## src/rtl/car_mode_ctrl.sv

```systemverilog
// -----------------------------------------------------------------------------
// car_mode_ctrl
//   Motion scheduler for the smart car. Decides which source owns the motors
//   (IR remote, line tracker, follower, ultrasonic avoider), inserts a brake
//   interval on every mode switch, runs a remote-command watchdog and
//   soft-ramps the PWM duty handed to the H-bridge driver.
//
// Ports
//   sys_clk    in   1  system clock
//   sys_rst_n  in   1  asynchronous reset, active low
//   ir_vld     in   1  one-cycle strobe, data_* valid this cycle
//   data_mode  in   8  mode code: 69 remote, 70 track, 71 follow, 68 avoid
//   data_pwm   in   8  speed code: 22 low, 25 mid, 13 high
//   data_move  in   8  move code: 24 fwd, 8 left, 90 right, 82 back, 28 stop
//   trk_dir    in   3  line-tracker direction request
//   flw_dir    in   3  follower direction request
//   avd_dir    in   3  avoider direction request
//   mode_state out  2  active mode: 0 remote, 1 track, 2 follow, 3 avoid
//   ctrl_state out  2  0 IDLE, 1 BRAKE, 2 RUN
//   motor_dir  out  3  0 STOP, 1 FWD, 2 BACK, 3 LEFT, 4 RIGHT
//   duty       out  8  PWM duty to motor driver
// -----------------------------------------------------------------------------
module car_mode_ctrl #(
  parameter int unsigned SW_STOP_CYC = 5_000_000,
  parameter int unsigned CMD_TIMEOUT = 25_000_000,
  parameter int unsigned RAMP_DIV    = 50_000,
  parameter logic [7:0]  RAMP_STEP   = 8'd8,
  parameter logic [7:0]  DUTY_LO     = 8'd100,
  parameter logic [7:0]  DUTY_MID    = 8'd170,
  parameter logic [7:0]  DUTY_HI     = 8'd255
) (
  input  logic       sys_clk,
  input  logic       sys_rst_n,
  input  logic       ir_vld,
  input  logic [7:0] data_mode,
  input  logic [7:0] data_pwm,
  input  logic [7:0] data_move,
  input  logic [2:0] trk_dir,
  input  logic [2:0] flw_dir,
  input  logic [2:0] avd_dir,
  output logic [1:0] mode_state,
  output logic [1:0] ctrl_state,
  output logic [2:0] motor_dir,
  output logic [7:0] duty
);

  typedef enum logic [1:0] {IDLE = 2'd0, BRAKE = 2'd1, RUN = 2'd2} ctrl_e;
  typedef enum logic [1:0] {M_REMOTE = 2'd0, M_TRACK = 2'd1, M_FOLLOW = 2'd2, M_AVOID = 2'd3} mode_e;

  localparam logic [2:0] D_STOP  = 3'd0;
  localparam logic [2:0] D_FWD   = 3'd1;
  localparam logic [2:0] D_BACK  = 3'd2;
  localparam logic [2:0] D_LEFT  = 3'd3;
  localparam logic [2:0] D_RIGHT = 3'd4;

  // Counters run 0..N-1, so they need clog2(N) bits (at least one).
  localparam int BRK_W = (SW_STOP_CYC > 1) ? $clog2(SW_STOP_CYC) : 1;
  localparam int WD_W  = (CMD_TIMEOUT > 1) ? $clog2(CMD_TIMEOUT) : 1;
  localparam int RMP_W = (RAMP_DIV    > 1) ? $clog2(RAMP_DIV)    : 1;
  localparam logic [BRK_W-1:0] BRK_LAST = BRK_W'(SW_STOP_CYC - 1);
  localparam logic [WD_W-1:0]  WD_LAST  = WD_W'(CMD_TIMEOUT - 1);
  localparam logic [RMP_W-1:0] RMP_LAST = RMP_W'(RAMP_DIV - 1);

  ctrl_e            state_q,   state_d;
  mode_e            mode_q,    mode_d;
  mode_e            target_q,  target_d;
  logic [BRK_W-1:0] brk_cnt_q, brk_cnt_d;
  logic [2:0]       rem_dir_q, rem_dir_d;
  logic [WD_W-1:0]  wd_cnt_q,  wd_cnt_d;
  logic [7:0]       spd_tgt_q, spd_tgt_d;
  logic [RMP_W-1:0] rmp_cnt_q, rmp_cnt_d;
  logic [2:0]       dir_q,     dir_d;
  logic [7:0]       duty_q,    duty_d;

  // Code decoders; unknown codes simply never raise their hit flag.
  logic       mode_hit, pwm_hit, move_hit;
  mode_e      mode_code;
  logic [7:0] pwm_duty;
  logic [2:0] move_dir;
  logic [8:0] duty_sum;

  always_comb begin
    // NOTE: every always_comb output gets a default first so no path infers a latch.
    mode_hit  = ir_vld;
    mode_code = M_REMOTE;
    case (data_mode)
      8'd69:   mode_code = M_REMOTE;
      8'd70:   mode_code = M_TRACK;
      8'd71:   mode_code = M_FOLLOW;
      8'd68:   mode_code = M_AVOID;
      default: mode_hit  = 1'b0;
    endcase

    pwm_hit  = ir_vld;
    pwm_duty = DUTY_MID;
    case (data_pwm)
      8'd22:   pwm_duty = DUTY_LO;
      8'd25:   pwm_duty = DUTY_MID;
      8'd13:   pwm_duty = DUTY_HI;
      default: pwm_hit  = 1'b0;
    endcase

    move_hit = ir_vld;
    move_dir = D_STOP;
    case (data_move)
      8'd24:   move_dir = D_FWD;
      8'd8:    move_dir = D_LEFT;
      8'd90:   move_dir = D_RIGHT;
      8'd82:   move_dir = D_BACK;
      8'd28:   move_dir = D_STOP;
      default: move_hit = 1'b0;
    endcase
  end

  // Mode FSM: brake on every switch, commit mode_state only on brake exit.
  always_comb begin
    state_d   = state_q;
    mode_d    = mode_q;
    target_d  = target_q;
    brk_cnt_d = brk_cnt_q;
    case (state_q)
      IDLE: begin
        if (mode_hit) begin
          target_d  = mode_code;
          brk_cnt_d = '0;
          state_d   = BRAKE;
        end
      end
      BRAKE: begin
        // A retarget takes priority over the brake expiring on the same cycle.
        if (mode_hit && (mode_code != target_q)) begin
          target_d  = mode_code;
          brk_cnt_d = '0;
        end else if (brk_cnt_q == BRK_LAST) begin
          brk_cnt_d = '0;
          mode_d    = target_q;
          state_d   = RUN;
        end else begin
          brk_cnt_d = brk_cnt_q + 1'b1;
        end
      end
      RUN: begin
        if (mode_hit && (mode_code != mode_q)) begin
          target_d  = mode_code;
          brk_cnt_d = '0;
          state_d   = BRAKE;
        end
      end
      default: state_d = IDLE;
    endcase
  end

  // Remote direction register and its command watchdog.
  always_comb begin
    rem_dir_d = rem_dir_q;
    wd_cnt_d  = wd_cnt_q;
    if ((state_q == BRAKE) && (state_d == RUN) && (target_q == M_REMOTE)) begin
      rem_dir_d = D_STOP;
      wd_cnt_d  = '0;
    end else if ((state_q == RUN) && (mode_q == M_REMOTE)) begin
      if (move_hit) begin
        rem_dir_d = move_dir;
        wd_cnt_d  = '0;
      end else if (rem_dir_q != D_STOP) begin
        if (wd_cnt_q == WD_LAST) begin
          rem_dir_d = D_STOP;
          wd_cnt_d  = '0;
        end else begin
          wd_cnt_d  = wd_cnt_q + 1'b1;
        end
      end
    end
  end

  // Direction and duty ramp are computed from next-state values so that the
  // registered outputs change on the same edge that samples ir_vld.
  always_comb begin
    spd_tgt_d = pwm_hit ? pwm_duty : spd_tgt_q;

    dir_d = D_STOP;
    if (state_d == RUN) begin
      case (mode_d)
        M_REMOTE: dir_d = rem_dir_d;
        M_TRACK:  dir_d = trk_dir;
        M_FOLLOW: dir_d = flw_dir;
        M_AVOID:  dir_d = avd_dir;
        default:  dir_d = D_STOP;
      endcase
    end
    if (dir_d > D_RIGHT) dir_d = D_STOP;

    // Saturate against the target in 9 bits: no 8-bit wrap, and a lowered
    // target pulls duty straight down on the next step tick.
    duty_sum  = {1'b0, duty_q} + {1'b0, RAMP_STEP};
    duty_d    = duty_q;
    rmp_cnt_d = rmp_cnt_q;
    if ((dir_d == D_STOP) || (dir_d != dir_q)) begin
      duty_d    = '0;
      rmp_cnt_d = '0;
    end else if (rmp_cnt_q == RMP_LAST) begin
      rmp_cnt_d = '0;
      duty_d    = (duty_sum >= {1'b0, spd_tgt_q}) ? spd_tgt_q : duty_sum[7:0];
    end else begin
      rmp_cnt_d = rmp_cnt_q + 1'b1;
    end
  end

  always_ff @(posedge sys_clk or negedge sys_rst_n) begin
    if (!sys_rst_n) begin
      state_q   <= IDLE;
      mode_q    <= M_REMOTE;
      target_q  <= M_REMOTE;
      brk_cnt_q <= '0;
      rem_dir_q <= D_STOP;
      wd_cnt_q  <= '0;
      spd_tgt_q <= DUTY_MID;
      rmp_cnt_q <= '0;
      dir_q     <= D_STOP;
      duty_q    <= '0;
    end else begin
      // NOTE: state registers use non-blocking assignment so every flop samples pre-edge values.
      state_q   <= state_d;
      mode_q    <= mode_d;
      target_q  <= target_d;
      brk_cnt_q <= brk_cnt_d;
      rem_dir_q <= rem_dir_d;
      wd_cnt_q  <= wd_cnt_d;
      spd_tgt_q <= spd_tgt_d;
      rmp_cnt_q <= rmp_cnt_d;
      dir_q     <= dir_d;
      duty_q    <= duty_d;
    end
  end

  assign ctrl_state = state_q;
  assign mode_state = mode_q;
  assign motor_dir  = dir_q;
  assign duty       = duty_q;

endmodule

```

## config.mk

```make
export PLATFORM = sky130hd
export DESIGN_NAME = car_mode_ctrl
export DESIGN_NICKNAME = d
export VERILOG_FILES = /design/src/rtl/car_mode_ctrl.sv
export SDC_FILE = /design/constraint.sdc
export NUM_CORES = 1
export LEC_CHECK = 0
export BUFFER_PORTS_ARGS = -buffer_cell sky130_fd_sc_hd__buf_4
export CAP_MARGIN = 20
export CORE_MARGIN = 3
export CORE_UTILIZATION = 54
export DETAILED_ROUTE_END_ITERATION = 12
export GPL_ROUTABILITY_DRIVEN = 0
export HOLD_SLACK_MARGIN = 0.1
export PLACE_DENSITY_LB_ADDON = 0.05
export SYNTH_ARGS = -nofsm -noshare
export SYNTH_HDL_FRONTEND = slang
export SYNTH_SLANG_ARGS = --single-unit
```

## constraint.sdc

```tcl
create_clock -name sys_clk -period 2.8 [get_ports sys_clk]
set_clock_uncertainty 0.05 [all_clocks]
set_input_delay 0.28 -clock sys_clk [delete_from_list [all_inputs] [get_ports sys_clk]]
set_output_delay 0.28 -clock sys_clk [all_outputs]
set_load 0.1 [all_outputs]
```

==> metrics.md <==
| Metric | Value |
|---|---|
| Measured slew at the worst slew-check pin | 0.836 ns |
| RSZ-0062 raised after global routing | true |
| Worst vdd ir | 0.000269 V |
| Synth cell count leaders | dfrtp_1 (86), nor2_1 (74), o21ai_0 (55), nand2_1 (47), nand3_1 (32) |
| Crit path time final | 2.90 ns |
| CTS tree | yes |
| Clk pin slew, worst setup/hold paths | 0.09 ns |
| Most instantiated library cell after synthesis | dfrtp_1 |
| Antenna-violating nets left | 0 |
| Inst Count DP | 796 |
| Hold Path Cell Cnt | 4 |
| Die Y | 104 um |
| Leakage | 2.81 nW |
| CP endpoint kind | flip-flop |
| Starting Density | 55.9% |
| Htree depth | 3 |
| Num rows | 35 |
| Status | complete, but fails checks |
| Main synth FF type | dfrtp_1 |
| Clk_lat worst skew | 0.36 ns |
| Vias in the first global route | 4,603 |
| Number of library cell types mapped by synthesis | 63 |
| Worst r2r path cells | 10 |
| Vias | 4,680 |
| Setup CP Type | flip-flop to flip-flop |
| Initial antenna violation count | 0 |
| Average size of a mapped cell | 8.93 sq um |
| Final count of hold timing violations | 0 |
| P&R area growth vs syn | 22.0% |
| Total gr overflow | 0 |
| Top cell by count, worst path | o31ai_2 |
| Final Power | 2.48 mW |
| Total GRT Usage | 22.9% |
| Failing checks | setup timing |
| Cell area after placement | 6080 sq um |
| WP buf/inv | 2 |
| IO Pins | 51 |
| Fraction of layout cells with a size suffix above 1 | 24.3% |
| DR pass1 iterations | 6 |
| Final WS setup | -0.0953 ns |
| Drt initial violations | 239 |
| Pin count of the biggest net entering global routing | 67 |
| Register area share after synthesis | 41.8% |
| CORE AREA | 9330 sq um |
| Final Non-Filler Cells | 815 |
| Antenna Diode Count | 0 |
| CP required | 3.02 ns |
| Final Max Slew Viols | 0 |
| Post-route cell area | 6360 sq um |
| Mapped Area | 5210 sq um |
| Arrival time worst endpoint | 3.12 ns |
| WP depth | 10 |
| Period utilization | 103% |
| Final net count | 728 |
| Post-synthesis register bit count | 87 |
| Port-buffer cells | 50 |
| Via density | 5.74 |
| Critical path fanouts, max | 24 |
| Slowest stage delay, CP | 0.54 ns |
| Drc violations | 0 |
| Post-place setup slack | -0.0559 ns |
| Final setup TNS | -1.11 ns |
| Die X | 104 um |
| Clk sinks | 87 |
| Root Driver | clkbuf_8 |
| CP Launch Type | flip-flop |
| Num CTS Buffers | 9 |
| Die ar. | 10,900 sq um |
| Power Dens Cells | 390 nW/um^2 |
| Drt wl/cell | 14.9 um |
| Final Routed Wirelength | 12,200 um |
| Worst path slowest cell | or4b_4 |
| Max-Cap Viols | 0 |
| Yosys warnings | 0 |
| Post-synth ARST share | 100% |
| Synth top area cells | dfrtp_1 (41%), nor2_1 (5.3%), o21ai_0 (5.3%) |
| Post-synth top area cell | dfrtp_1 |
| Post-CTS Setup Inserts | 0 |
| Peak Freq | 0.345 GHz |
| Yosys top cell area share | 41.3% |
| Final setup vio count | 24 |
| Slew HR | 44.3% |
| Number of flops mapped to enable cells by yosys | 0 |
| Fillers | 784 |
| Final HPWL DP | 8940 um |
| Max Root-Sink Buffers | 2 |
| Crit path max-delay family | compound AO/OA/AOI/OAI gates |
| Hold Path Class | primary input to flip-flop |
| Fin util | 68.2% |
| Critical path cell sequence | or4b_4 > buf_6 > nor3_4 > a21o_1 > o31ai_2 > a221o_1 > o31ai_2 > a21oi_2 > buf_12 > nor3_2 |
| Cells after Synth | 584 |
| Worst hold slack | 0.210 ns |
| Synthesized Nets | 631 |
| First-pass GRT wire length | 20,800 um |
## kinds of logic (layout without fill, tap and decap cells)
group	after synthesis	in the layout	share of synthesized area, %
buf+inv	43	145	3.77
xor+xnor	35	35	5.88
compound gates	132	132	16.2
simple gates	260	260	26.6
flops	87	87	41.8
mux	16	16	3.14
fa+ha+maj	11	11	2.64
## cells in the final DEF, fill, tap and decap left out, types with 12 or more instances in the layout
cell type and instances:
buf_4 102, dfrtp_1 76, nor2_1 73, o21ai_0 54
nand2_1 47, nand3_1 32, and3_1 21, inv_1 21
xnor2_1 20, a21oi_1 18, xor2_1 14, mux2i_1 13
o31ai_1 13, nand4_1 12
## final cells by class
| cell class | instances | area, sq um | area share (%) |
|---|---|---|---|
| clock buffer | 11 | 141 | 2.22 |
| clock inverter | 5 | 56.3 | 0.885 |
| inverter | 22 | 82.6 | 1.30 |
| multi-input combinational | 454 | 2890 | 45.4 |
| sequential | 87 | 2200 | 34.6 |
| tap | 129 | 161 | 2.54 |
| timing repair buffer | 107 | 827 | 13.0 |
## power by group
group          internal (mW)  switching, mW  total, mW  leakage (nW)
clock                  0.438          0.452      0.890        0.0997
combinational          0.122          0.124      0.245          1.54
sequential              1.30         0.0406       1.34          1.16
total                   1.86          0.616       2.48          2.81
## layer usage
layer	up-vias	part of all wire, %	wire (um)	track usage (%)
li1	2295	-	-	-
met1	2215	44	5410	29.5
met2	138	49	5920	38.6
met3	32	4.6	558	4.35
met4	0	2.4	293	7.98
met5	-	0	0	0
## worst min-delay path, cell delays in order
cell and delay [ns]:
buf_4 0.09, nor2_1 0.06, o211ai_1 0.09, a22oi_1 0.08
## worst paths after layout
path | from | end | slack, ns
worst min register to register | rmp_cnt_q[0] | rmp_cnt_q[0] | 0.43
worst max-delay path | mode_state[0] | rmp_cnt_q[8] | -0.1
worst max register to register | mode_state[0] | rmp_cnt_q[8] | -0.1
max in group asynchronous | sys_rst_n | brk_cnt_q[3] | 1.46
worst min-delay path | data_pwm[1] | spd_tgt_q[3] | 0.21
min in group asynchronous | sys_rst_n | wd_cnt_q[5] | 0.51
## timing repair
action                                  CTS  global route
pin swaps                                 0             1
hold buffers                              3             0
resized for setup                         3            10
endpoints found under the setup margin   24            33
endpoints found under the hold margin    65             0
## state kept, by name, summed over array words and instances, names as in the netlist
name        flops
wd_cnt_q       25
rem_dir_q       3
ctrl_state      2
rmp_cnt_q      16
target_q        2
duty            8
brk_cnt_q      23
spd_tgt_q       3
motor_dir       3
mode_state      2
Note: power is estimated with default switching activity, not from simulation.
